$ cat config.mk
export PLATFORM = sky130hd
export DESIGN_NAME = fetch_unit_flat
export DESIGN_NICKNAME = d
export VERILOG_FILES = /design/src/rtl/fetch_unit_pkg.sv /design/src/rtl/fetch_unit_if.sv /design/src/rtl/fetch_fifo2.sv /design/src/rtl/fetch_unit.sv /design/src/flat_wrapper.sv
export SDC_FILE = /design/constraint.sdc
export NUM_CORES = 1
export LEC_CHECK = 0
export BUFFER_PORTS_ARGS = -buffer_cell sky130_fd_sc_hd__buf_2
export CORE_ASPECT_RATIO = 0.6
export CORE_UTILIZATION = 38
export DETAILED_ROUTE_END_ITERATION = 10
export HOLD_SLACK_MARGIN = 0.05
export PLACE_DENSITY = 0.7
export SLEW_MARGIN = 40
export SYNTH_ARGS = -nofsm -noshare
export SYNTH_HDL_FRONTEND = slang
export SYNTH_SLANG_ARGS = --single-unit
$ cat constraint.sdc
create_clock -name clk -period 7.6 [get_ports clk]
set_input_delay 0.38 -clock clk [delete_from_list [all_inputs] [get_ports clk]]
set_output_delay 0.38 -clock clk [all_outputs]
set_load 0.01 [all_outputs]
$ cat src/rtl/fetch_unit_pkg.sv
// Shared CPU constants for the fetch stage, ROM and decode.
// Holds the bus width defaults, the reset PC and the fetch buffer depth.
package fetch_unit_pkg;

    localparam int CPU_ADDR_WIDTH = 8;
    localparam int CPU_DATA_WIDTH = 32;
    localparam logic [CPU_ADDR_WIDTH-1:0] CPU_RESET_PC = '0;

    localparam int FIFO_DEPTH = 2;
    typedef logic [1:0] fifo_count_t;

endpackage

$ cat src/rtl/fetch_unit_if.sv
// Fetch-stage bus: ROM port, jump redirect from execute, and the decode handshake.
// The master modport is the fetch unit; the slave modport is everything around it.
interface fetch_unit_if #(
    parameter int ADDR_WIDTH = fetch_unit_pkg::CPU_ADDR_WIDTH,
    parameter int DATA_WIDTH = fetch_unit_pkg::CPU_DATA_WIDTH
);

    logic [ADDR_WIDTH-1:0] rom_addr;
    logic [DATA_WIDTH-1:0] rom_data;
    logic                  jump_valid;
    logic [ADDR_WIDTH-1:0] jump_addr;
    logic                  inst_valid;
    logic                  inst_ready;
    logic [DATA_WIDTH-1:0] inst_data;
    logic [ADDR_WIDTH-1:0] inst_pc;

    modport master (
        output rom_addr, inst_valid, inst_data, inst_pc,
        input  rom_data, jump_valid, jump_addr, inst_ready
    );

    modport slave (
        input  rom_addr, inst_valid, inst_data, inst_pc,
        output rom_data, jump_valid, jump_addr, inst_ready
    );

endinterface

$ cat src/rtl/fetch_fifo2.sv
// Two-entry {pc, data} buffer with a registered head, same-edge push/pop and flush.
// The head register feeds decode directly, so its outputs have no input paths.
module fetch_fifo2
    import fetch_unit_pkg::*;
#(
    parameter int ADDR_WIDTH = CPU_ADDR_WIDTH,
    parameter int DATA_WIDTH = CPU_DATA_WIDTH
) (
    input  logic                  clk,
    input  logic                  reset_n,
    input  logic                  flush,
    input  logic                  push,
    input  logic [ADDR_WIDTH-1:0] push_pc,
    input  logic [DATA_WIDTH-1:0] push_data,
    input  logic                  pop,
    output logic                  head_valid,
    output logic [ADDR_WIDTH-1:0] head_pc,
    output logic [DATA_WIDTH-1:0] head_data,
    output fifo_count_t           count
);

    logic [ADDR_WIDTH-1:0] head_pc_q, head_pc_d, tail_pc_q, tail_pc_d;
    logic [DATA_WIDTH-1:0] head_data_q, head_data_d, tail_data_q, tail_data_d;
    fifo_count_t           count_q, count_d;
    logic                  pop_ok;

    assign pop_ok = pop && (count_q != '0);

    // NOTE: every always_comb output gets a default first, so no path leaves it unassigned (no latch).
    always_comb begin
        head_pc_d   = head_pc_q;
        head_data_d = head_data_q;
        tail_pc_d   = tail_pc_q;
        tail_data_d = tail_data_q;
        count_d     = count_q;
        if (flush) begin
            count_d = '0;
        end else begin
            unique case ({push, pop_ok})
                2'b11: begin
                    if (count_q == fifo_count_t'(FIFO_DEPTH)) begin
                        head_pc_d   = tail_pc_q;
                        head_data_d = tail_data_q;
                        tail_pc_d   = push_pc;
                        tail_data_d = push_data;
                    end else begin
                        head_pc_d   = push_pc;
                        head_data_d = push_data;
                    end
                end
                2'b01: begin
                    head_pc_d   = tail_pc_q;
                    head_data_d = tail_data_q;
                    count_d     = count_q - 2'd1;
                end
                2'b10: begin
                    if (count_q == '0) begin
                        head_pc_d   = push_pc;
                        head_data_d = push_data;
                    end else begin
                        tail_pc_d   = push_pc;
                        tail_data_d = push_data;
                    end
                    count_d = count_q + 2'd1;
                end
                default: ;
            endcase
        end
    end

    // NOTE: sequential state uses non-blocking (<=) so all flops update together at the edge.
    always_ff @(posedge clk) begin
        if (!reset_n) begin
            count_q     <= '0;
            head_pc_q   <= '0;
            head_data_q <= '0;
        end else begin
            count_q     <= count_d;
            head_pc_q   <= head_pc_d;
            head_data_q <= head_data_d;
        end
    end

    // NOTE: the tail is storage only and is never observed while empty, so it carries no reset.
    always_ff @(posedge clk) begin
        tail_pc_q   <= tail_pc_d;
        tail_data_q <= tail_data_d;
    end

    assign head_valid = (count_q != '0);
    assign head_pc    = head_pc_q;
    assign head_data  = head_data_q;
    assign count      = count_q;

endmodule

$ cat src/rtl/fetch_unit.sv
// Instruction fetch: owns the PC, drives the 1-cycle ROM, buffers returned words
// for decode, and flushes everything fetched-but-unconsumed on a jump redirect.
module fetch_unit
    import fetch_unit_pkg::*;
#(
    parameter int                    ADDR_WIDTH = CPU_ADDR_WIDTH,
    parameter int                    DATA_WIDTH = CPU_DATA_WIDTH,
    parameter logic [ADDR_WIDTH-1:0] RESET_PC   = ADDR_WIDTH'(CPU_RESET_PC)
) (
    input  logic          clk,
    input  logic          reset_n,
    fetch_unit_if.master  bus
);

    logic [ADDR_WIDTH-1:0] pc_q, pc_d;
    logic [ADDR_WIDTH-1:0] inflight_pc_q, inflight_pc_d;
    logic                  inflight_q, inflight_d;
    logic                  pop, issue, push;
    logic [2:0]            occupancy;
    fifo_count_t           fifo_count;
    logic                  head_valid;
    logic [ADDR_WIDTH-1:0] head_pc;
    logic [DATA_WIDTH-1:0] head_data;

    assign pop  = head_valid && bus.inst_ready;
    assign push = inflight_q && !bus.jump_valid;

    // Issue only when every buffered or in-flight word still has a slot after this pop.
    always_comb begin
        occupancy     = {1'b0, fifo_count} + {2'b00, inflight_q} - {2'b00, pop};
        issue         = !bus.jump_valid && (occupancy < 3'(FIFO_DEPTH));
        pc_d          = pc_q;
        inflight_pc_d = inflight_pc_q;
        inflight_d    = issue;
        if (bus.jump_valid) begin
            pc_d = bus.jump_addr;
        end else if (issue) begin
            pc_d          = pc_q + ADDR_WIDTH'(1);
            inflight_pc_d = pc_q;
        end
    end

    always_ff @(posedge clk) begin
        if (!reset_n) begin
            pc_q          <= RESET_PC;
            inflight_q    <= 1'b0;
            inflight_pc_q <= '0;
        end else begin
            pc_q          <= pc_d;
            inflight_q    <= inflight_d;
            inflight_pc_q <= inflight_pc_d;
        end
    end

    fetch_fifo2 #(
        .ADDR_WIDTH (ADDR_WIDTH),
        .DATA_WIDTH (DATA_WIDTH)
    ) u_fifo (
        .clk        (clk),
        .reset_n    (reset_n),
        .flush      (bus.jump_valid),
        .push       (push),
        .push_pc    (inflight_pc_q),
        .push_data  (bus.rom_data),
        .pop        (pop),
        .head_valid (head_valid),
        .head_pc    (head_pc),
        .head_data  (head_data),
        .count      (fifo_count)
    );

    assign bus.rom_addr   = pc_q;
    assign bus.inst_valid = head_valid;
    assign bus.inst_pc    = head_pc;
    assign bus.inst_data  = head_data;

endmodule

$ cat src/flat_wrapper.sv
// flat-port wrapper written by rule: the top's interface ports become plain ports
module fetch_unit_flat import fetch_unit_pkg::*;
#(
    parameter int                    ADDR_WIDTH = CPU_ADDR_WIDTH,
    parameter int                    DATA_WIDTH = CPU_DATA_WIDTH,
    parameter logic [ADDR_WIDTH-1:0] RESET_PC   = ADDR_WIDTH'(CPU_RESET_PC)
)
  (clk, reset_n, bus_rom_addr, bus_inst_valid, bus_inst_data, bus_inst_pc, bus_rom_data, bus_jump_valid, bus_jump_addr, bus_inst_ready);
  fetch_unit_if #(.ADDR_WIDTH(ADDR_WIDTH), .DATA_WIDTH(DATA_WIDTH)) bus_i ();
  input  logic clk;
  input  logic reset_n;
  output wire logic [$bits(bus_i.rom_addr)-1:0] bus_rom_addr;
  output wire logic [$bits(bus_i.inst_valid)-1:0] bus_inst_valid;
  output wire logic [$bits(bus_i.inst_data)-1:0] bus_inst_data;
  output wire logic [$bits(bus_i.inst_pc)-1:0] bus_inst_pc;
  input wire logic [$bits(bus_i.rom_data)-1:0] bus_rom_data;
  input wire logic [$bits(bus_i.jump_valid)-1:0] bus_jump_valid;
  input wire logic [$bits(bus_i.jump_addr)-1:0] bus_jump_addr;
  input wire logic [$bits(bus_i.inst_ready)-1:0] bus_inst_ready;
  assign bus_rom_addr = bus_i.rom_addr;
  assign bus_inst_valid = bus_i.inst_valid;
  assign bus_inst_data = bus_i.inst_data;
  assign bus_inst_pc = bus_i.inst_pc;
  assign bus_i.rom_data = bus_rom_data;
  assign bus_i.jump_valid = bus_jump_valid;
  assign bus_i.jump_addr = bus_jump_addr;
  assign bus_i.inst_ready = bus_inst_ready;
  fetch_unit #(.ADDR_WIDTH(ADDR_WIDTH), .DATA_WIDTH(DATA_WIDTH), .RESET_PC(RESET_PC)) u_core (.clk(clk), .reset_n(reset_n), .bus(bus_i));
endmodule
==> results.yml, run 1 <==
global_route:
  antenna_found_initial: 0
  grt_max_degree: 84
  grt_pass1_wl_um: 17510
  grt_pass1_vias: 3400
  overflow: 0
  grtUsageTotal: 0.1841
detailed_routing:
  topRoutingLayerUsed: "met4"
  drtIter0Drc: 349
  vias_per_cell: 5.692
  firstDrtPassIters: 5
  wl_per_cell_um: 16.76
  via_count: 3768
  met2WireLength_um: 4745
  drtAntennaViolNets: 0
  drcViolationCount: 0
  wl_met3_um: 1021
  wl_met1_um: 5241
  routed_wl_um: 11100
clock_network:
  cts_resized: 0
  htreeDepth: 3
  clock_latency_ns: 0.34
  path_clk_slew_ns: 0.07
  clockRootBuffer: "clkbuf_16"
  cts_tree: "built"
  clkSinkCount: 99
  postCtsSetupBuffers: 0
  hold_buffers: 0
  cts_made_buffers: 9
  clk_path_buf_depth: 2
timing:
  fin_crit_sh: 0.3965
  rsz0062_at_grt: "false"
  fmax_mhz: 331.8
  period_minus_slack_ns: 3.014
  hold_viol_final: 0
  tightestPinTransition_ns: 0.7936
  slew_headroom: 0.4709
  whs_ns: 0.2390
  skew_ns: 0.009015
  setup_tns_ns: 0
  slew_viol_final: 0
  setup_viol: 0
floorplan:
  ios: 93
  die_area_um2: 12220
  start_util: 0.3931
  coreArea_um2: 11370
  fp.dieH_um: 86.02
  rows: 30
  die_w_um: 142.0
worst_setup_path:
  reg2reg_depth: 10
  r2r_slack_ns: 4.59
  endpoint_kind: "flop"
  crit_type: "reg2reg"
  reg2reg_from: "u_core.u_fifo.count[1]"
  cp.required_ns: 7.83
  start_kind: "flop"
  rr_endpoint: "u_core.inflight_pc_q[4]"
  path_max_fanout: 8
  arrival_ns: 3.24
finish:
  final_util: 0.4714
  diodes: 0
  layout-drive-gt1-share: 0.2470
  mostFrequentLayoutCell: "buf_2"
  nNetsFinal: 548
  design_area_um2: 5361
  mostFrequentLayoutCells: "92 x buf_2, 83 x nand2_1, 59 x dfxtp_1"
  area_growth_pct: 19.93
min_path:
  whs_endpoint: "u_core.u_fifo.tail_data_q[6]"
  hold_depth: 1
  min-delay-start: "bus_rom_data[6]"
  min_path_type: "in2reg"
power:
  share_clk_of_total_power: 0.360
  p_sw_w: 0.0003187
  powerDensity_nw_per_um2: 225.6
  ir_drop_mv: 0.1419
  swShare: 0.2635
  seqPwrFrac: 0.493
  combPwrFrac: 0.147
  internal-power_w: 0.0008907
  power.leakage_nw: 2.230
synth:
  ys_seq_area_frac: 0.5329
  netlist_instances: 427
  yosys_warnings: 0
  async_reset_ff_frac: 0
  synth_edf_count: 40
  synth_fp_nets: 478
  netlist.area_leader.share: 0.2687
  synth_area_leaders: "edfxtp_1 27%, dfxtp_1 26%, a221oi_1 7.8%"
  avgSynthCellArea_um2: 10.47
  synth_ff_type: "dfxtp_1"
  synthDistinctLibCells: 36
  synth_top_area_cell: "edfxtp_1"
  synth_area_um2: 4471
  synth-seq-cells: 99
status:
  status: "complete, no violations"
placement:
  place.gp.congestion: 0.7968
  dpl-instance-area_um2: 5050
  io_buffer_count: 92
  dp_hpwl_um: 7326
flow_run:
  cap_violations: 0
routing by layer:
layer | track usage | vias up
met4 | 0.05279 | 0
met3 | 0.05528 | 8
li1 | - | 1766
met5 | 0 | -
met1 | 0.2634 | 1824
met2 | 0.2665 | 170
sequential cells by signal, summed over array words and instances (netlist names):
register	count
u_core.inflight_q	1
u_core.inflight_pc_q	8
u_core.u_fifo.head_pc	8
u_core.u_fifo.tail_pc_q	8
u_core.u_fifo.tail_data_q	32
u_core.u_fifo.count	2
u_core.bus.rom_addr	8
u_core.u_fifo.head_data	32
logic make-up (layout without fill, tap and decap cells):
| kind of cell | Yosys count | count (layout) | synth area share |
|---|---|---|---|
| compound gates | 140 | 140 | 0.2373 |
| simple gates | 116 | 116 | 0.1100 |
| flops | 99 | 99 | 0.5329 |
| buf+inv | 46 | 121 | 0.05709 |
| xor+xnor | 10 | 10 | 0.02127 |
| mux | 9 | 9 | 0.02015 |
| fa+ha+maj | 7 | 7 | 0.02127 |
stage by stage:
stage,cells,power (W),setup slack [ns]
6_report,662,0.001209,4.586
2_1_floorplan,427,0.0007197,3.927
4_1_cts,662,0.001216,4.668
3_3_place_gp,641,0.0007677,4.369
3_5_place_dp,646,0.0007808,4.527
5_1_grt,662,0.001259,4.397
synth_stat cells (2+ instances only):
cell      instances
ha_1              6
a21oi_1           9
nand3_1           3
nand2b_1          2
nand4_1           3
o21ai_0           8
buf_6             9
a22o_1           40
and3_1            3
inv_1             6
clkbuf_1         18
nor2_1           13
dfxtp_1          59
buf_2            10
a221oi_1         40
nor2b_1           2
mux2i_1           9
edfxtp_1         40
xor2_1            8
clkbuf_2          2
nand2_1          83
a31oi_1          40
worst max path at each step:
stage          cells past startpoint  slack (ns)              startpoint                      endpoint
2_1_floorplan                     10        3.93          bus_jump_valid  u_core.u_fifo.tail_data_q[0]
3_3_place_gp                       8        4.37          bus_jump_valid      u_core.u_fifo.head_pc[4]
3_5_place_dp                       8        4.53          bus_jump_valid   u_core.u_fifo.head_data[14]
4_1_cts                           10        4.67  u_core.u_fifo.count[1]       u_core.inflight_pc_q[4]
5_1_grt                           10        4.40  u_core.u_fifo.count[1]       u_core.inflight_pc_q[4]
6_report                          10        4.59  u_core.u_fifo.count[1]       u_core.inflight_pc_q[4]
power by group through the flow:
stage | Clock (W) | Combinational, W | Sequential, W
after CTS | 0.000446 | 0.000175 | 0.000596
after detailed placement | 0 | 0.000173 | 0.000607
final | 0.000436 | 0.000177 | 0.000596
after global routing | 0.000467 | 0.000193 | 0.000599
after global placement | 0 | 0.000161 | 0.000606
after floorplan | 0 | 0.000110 | 0.000609
cell type report:
type,count,area [um2]
Clock buffer,10,250.2
Timing Repair Buffer,98,576.8
Sequential cell,99,2382
Tap cell,160,200.2
Multi-Input combinational cell,282,1889
Fill cell,1031,6012
Clock inverter,6,36.28
Inverter,7,26.28
critical path, cell delays in order (launching register included):
cell and delay (ns):
dfxtp_1 0.42, or2_4 0.31, nand2_1 0.18, inv_1 0.07
ha_1 0.26, or2b_1 0.23, fa_1 0.41, xnor2_2 0.36
nand3_2 0.33, mux2i_1 0.26, nor2_1 0.06
Power figures use the tool's default switching activity.
==> run 2, diff against run 1 <==
- PLACE_DENSITY: 0.7 -> 0.72
- clock period: 7.6 -> 2.77 ns (I/O delays scaled with it)
==> run 2 against run 1 <==
Worst setup slack got worse by 4.4 ns. Non-clock buffer count rose by 39. Wire length rose by 2.7%. Final area rose by 5.7%. Via count rose by 2.9%. Sequential power rose to 2.7 times the previous value. Power rose to 2.8 times the previous value. Clock power rose to 2.8 times the previous value. Maximum frequency rose by 17%. Count of clock-buffer cells in the layout did not move. Critical path depth rose by 1. Largest cell class unchanged.
==> results.yml, run 2 (synthesis gave the netlist of run 1 again) <==
timing:
  skew_ns: 0.008634
  fin_crit_sh: 0.9295
  rsz0062_at_grt: "false"
  slew_headroom: 0.6532
  slew_viol_final: 0
  hold_viol_final: 0
  period_minus_slack_ns: 2.575
  tightestPinTransition_ns: 0.5192
  setup_viol: 0
  setup_tns_ns: 0
  setup_ws_ns: 0.1952
  whs_ns: 0.06026
  fmax_mhz: 388.4
min_path:
  min_path_type: "in2reg"
  min-delay-start: "bus_jump_addr[0]"
placement:
  place.gp.congestion: 0.7892
  preCtsSetupSlack_ns: 0.1295
  dp_hpwl_um: 6961
  io_buffer_count: 92
clock_network:
  clockRootBuffer: "clkbuf_16"
  htreeDepth: 3
  clkSinkCount: 99
  postCtsSetupBuffers: 0
  path_clk_slew_ns: 0.07
  clk_path_buf_depth: 2
  cts_made_buffers: 9
  cts_tree: "built"
  clock_latency_ns: 0.34
floorplan:
  start_util: 0.3931
  fp.dieH_um: 86.02
  die_w_um: 142.0
  rows: 30
  ios: 93
  die_area_um2: 12220
  coreArea_um2: 11370
worst_setup_path:
  start_kind: "flop"
  reg2reg_from: "u_core.u_fifo.count[1]"
  path_depth: 11
  rr_endpoint: "u_core.bus.rom_addr[6]"
  cp_slowest_cell: "fa_1"
  arrival_ns: 2.85
  cp_top_family: "simple AND/OR/NAND/NOR gates"
  crit_type: "reg2reg"
  endpoint: "u_core.bus.rom_addr[6]"
  cp_num_buf_inv: 2
  r2r_slack_ns: 0.20
  crit_chain: "or2_4 > nand2_2 > inv_1 > ha_1 > or2b_1 > fa_1 > xnor2_2 > buf_4 > nand4_1 > xor2_1 > a21oi_1"
  path_max_fanout: 5
  critPathMaxStageDelay_ns: 0.41
  reg2reg_depth: 11
  endpoint_kind: "flop"
  cp-startpoint: "u_core.u_fifo.count[1]"
  cp.required_ns: 3.04
finish:
  final_util: 0.4981
  mostFrequentLayoutCell: "buf_2"
  nNetsFinal: 587
  diodes: 0
  mostFrequentLayoutCells: "92 x buf_2, 82 x nand2_1, 59 x dfxtp_1"
  fillerInstances: 1058
  area_growth_pct: 26.73
  layout-drive-gt1-share: 0.2421
global_route:
  overflow: 0
  antenna_found_initial: 0
  grt_max_degree: 43
  grt_pass1_vias: 3748
  grt_pass1_wl_um: 18810
  grtUsageTotal: 0.1949
detailed_routing:
  via_count: 3876
  drtIter0Drc: 303
  wl_per_cell_um: 16.25
  routed_wl_um: 11390
  firstDrtPassIters: 4
  drtAntennaViolNets: 0
  drcViolationCount: 0
  vias_per_cell: 5.529
power:
  powerDensity_nw_per_um2: 591.7
  power.leakage_nw: 2.377
  ir_drop_mv: 0.2673
  p_total_w: 0.003352
flow_run:
  cap_violations: 0
status:
  status: "complete, no violations"
[run 2: cell type report]
| class | count | area [um2] | share of cell area |
|---|---|---|---|
| clock buffer | 10 | 239.0 | 0.04218 |
| clock inverter | 6 | 46.29 | 0.008171 |
| inverter | 7 | 26.28 | 0.004638 |
| multi-input combinational | 282 | 1881 | 0.3319 |
| sequential | 99 | 2382 | 0.4205 |
| tap | 160 | 200.2 | 0.03534 |
| timing repair buffer | 137 | 890.9 | 0.1572 |
[run 2: worst min-delay path by stage]
stage / endpoint / depth (start not counted)
2_1_floorplan: u_core.u_fifo.tail_data_q[0] / 0
3_3_place_gp: u_core.u_fifo.tail_data_q[15] / 1
3_5_place_dp: u_core.u_fifo.tail_data_q[17] / 1
4_1_cts: u_core.bus.rom_addr[0] / 3
5_1_grt: u_core.bus.rom_addr[0] / 3
6_report: u_core.bus.rom_addr[0] / 3
[run 2: per-layer routing]
layer / up-vias / global-route usage / wire, um
li1: 1845 / - / -
met1: 1870 / 0.2585 / 5457
met2: 152 / 0.3168 / 5131
met3: 9 / 0.05416 / 742
met4: 0 / 0.04399 / 62
met5: - / 0 / 0
[run 2: timing repair]
item	4_1_cts	5_1_grt
gates resized for setup	0	2
endpoints found under the hold margin	32	0
hold buffers	32	0
endpoints found under the setup margin	0	8
[run 2: report_power, final]
group          total, W  switching (W)  internal, W
sequential      0.00163      0.0000476      0.00159
clock           0.00121       0.000562     0.000643
combinational  0.000514       0.000290     0.000224
total           0.00335       0.000900      0.00245
[run 2: tightest hold or removal path: stages]
cell,delay (ns)
buf_2,0.07
o21ai_0,0.06
a21oi_1,0.10
[run 2: metrics by stage]
step / area (um2) / instances
5_1_grt: 5665 / 701
3_5_place_dp: 5040 / 653
4_1_cts: 5645 / 701
6_report: 5665 / 701
3_3_place_gp: 5040 / 653
2_1_floorplan: 4478 / 427
==> run 3, diff against run 2 <==
- GPL_TIMING_DRIVEN: not set -> 0
- clock period: 2.77 -> 2.1 ns (I/O delays scaled with it)
==> run 3 against run 2 <==
The flow now finishes with violations (negative setup slack). Count of clock-buffer cells in the layout grew 4. Utilization grew 6.2 points. First-iteration DRC count grew 18%. Via count grew 6.9%. Clock power grew 37%. Highest routed layer unchanged.
==> results.yml, run 3 (synthesis gave the netlist of run 1 again) <==
timing:
  fin_crit_sh: 1.133
  fmax_mhz: 420.1
  slew_viol_final: 0
  rsz0062_at_grt: "true"
  period_minus_slack_ns: 2.380
  tightestPinTransition_ns: 0.5386
  hold_viol_final: 0
  setup_tns_ns: -4.219
  setup_viol: 34
  skew_ns: 0.004930
  slew_headroom: 0.6409
  setup_ws_ns: -0.2802
detailed_routing:
  drcViolationCount: 0
  routed_wl_um: 12830
  drtAntennaViolNets: 0
  via_count: 4142
  wl_per_cell_um: 17.08
  firstDrtPassIters: 5
  drtIter0Drc: 357
  vias_per_cell: 5.515
worst_setup_path:
  cp_num_buf_inv: 2
  cp_top_family: "simple AND/OR/NAND/NOR gates"
  crit_chain: "or2_4 > nand2_4 > inv_2 > ha_4 > or2b_1 > fa_2 > xnor2_4 > buf_12 > nand3_4 > mux2i_1 > nor2_1"
  cp.required_ns: 2.34
  cp_slowest_cell: "fa_2"
  endpoint_kind: "flop"
  cp-startpoint: "u_core.u_fifo.count[1]"
  reg2reg_from: "u_core.u_fifo.count[1]"
  start_kind: "flop"
  arrival_ns: 2.62
  crit_type: "reg2reg"
  path_max_fanout: 8
  critPathMaxStageDelay_ns: 0.38
status:
  violations: "negative setup slack"
  status: "complete, but fails checks"
floorplan:
  start_util: 0.3931
  fp.dieH_um: 86.02
  die_w_um: 142.0
  coreArea_um2: 11370
  rows: 30
  ios: 93
  die_area_um2: 12220
clock_network:
  clock_latency_ns: 0.35
  clockRootBuffer: "clkbuf_16"
  htreeDepth: 3
  clk_path_buf_depth: 2
  path_clk_slew_ns: 0.07
  cts_made_buffers: 9
  clkSinkCount: 99
  cts_tree: "built"
power:
  power.leakage_nw: 2.738
  ir_drop_mv: 0.4450
  powerDensity_nw_per_um2: 734.8
global_route:
  grtUsageTotal: 0.2121
  grt_pass1_wl_um: 19960
  overflow: 0
  grt_max_degree: 17
  grt_pass1_vias: 4026
  antenna_found_initial: 0
placement:
  dpl-instance-area_um2: 5254
  io_buffer_count: 91
  dp_hpwl_um: 8522
  place.gp.congestion: 0.7907
finish:
  nNetsFinal: 637
  area_growth_pct: 42.63
  mostFrequentLayoutCells: "101 x buf_2, 80 x nand2_1, 57 x dfxtp_1"
  mostFrequentLayoutCell: "buf_2"
  design_area_um2: 6376
  diodes: 0
  layout-drive-gt1-share: 0.3350
  final_util: 0.5606
min_path:
  min_path_type: "in2reg"
  min-delay-start: "bus_jump_addr[7]"
flow_run:
  cap_violations: 0
==> run 3: cell types whose count changed in the layout (fill, tap and decap cells not counted), moves of 5 or more <==
| cell | before | now |
|---|---|---|
| a221oi_1 | 40 | 22 |
| buf_2 | 92 | 101 |
| clkbuf_2 | 0 | 9 |
| buf_6 | 0 | 16 |
| a221oi_2 | 0 | 18 |
| clkbuf_1 | 0 | 5 |
| dlygate4sd3_1 | 32 | 38 |
==> run 3: worst register-to-register path: cells and delay by family (launching register included) <==
family,cells,cell delay (ns)
buffers and inverters,2,0.19
adders and majority gates,2,0.57
DFF,1,0.34
muxes,1,0.21
xor gates and xnor gates,1,0.17
and+or+nand+nor,5,0.79
==> run 3: layer usage <==
layer	global-route usage	routed length, um	share of wire
met2	0.3409	5924	0.46
met5	0	0	0
met1	0.2776	5856	0.46
met3	0.06644	941	0.073
met4	0.05376	107	0.0083
==> run 3: cell type report <==
cell class,count,area [um2]
Multi-Input combinational cell,282,2057
Sequential cell,99,2390
Timing Repair Buffer,150,1109
Buffer,37,294.0
Clock buffer,14,285.3
Fill cell,996,4997
Clock inverter,2,15.01
Inverter,7,26.28
Tap cell,160,200.2
==> run 3: metrics by stage <==
stage	hold WS [ns]	instances	setup WS, ns	power, W
after floorplan	0.2039	427	-0.2584	0.002625
after global placement	0.3138	678	-0.7594	0.002830
after detailed placement	0.3133	680	-0.6271	0.002865
after CTS	0.05007	750	-0.2911	0.004666
after global routing	0.07523	751	-0.3526	0.004868
final	0.06025	751	-0.2802	0.004685
==> run 3: power by group <==
part | internal (W) | leakage (nW) | total, W | switching [W]
sequential | 0.00209 | 0.851 | 0.00216 | 0.0000686
clock | 0.000947 | 0.149 | 0.00166 | 0.000714
combinational | 0.000410 | 1.74 | 0.000864 | 0.000455
total | 0.00345 | 2.74 | 0.00469 | 0.00124
==> run 3: path summary, 6_finish.rpt <==
check                              to  slack [ns]  depth (start not counted)
max           u_core.inflight_pc_q[2]       -0.28                         11
max reg2reg   u_core.inflight_pc_q[2]       -0.28                         11
min            u_core.bus.rom_addr[7]        0.06                          3
min reg2reg  u_core.u_fifo.head_pc[1]        0.47                          1
==> run 3: what timing repair did <==
action,in CTS,in global routing
setup endpoints to repair,89,81
hold buffers,38,0
hold endpoints to repair,38,0
setup buffers,15,2
gates cloned,2,0
pin swaps,14,6
gates resized for setup,39,23
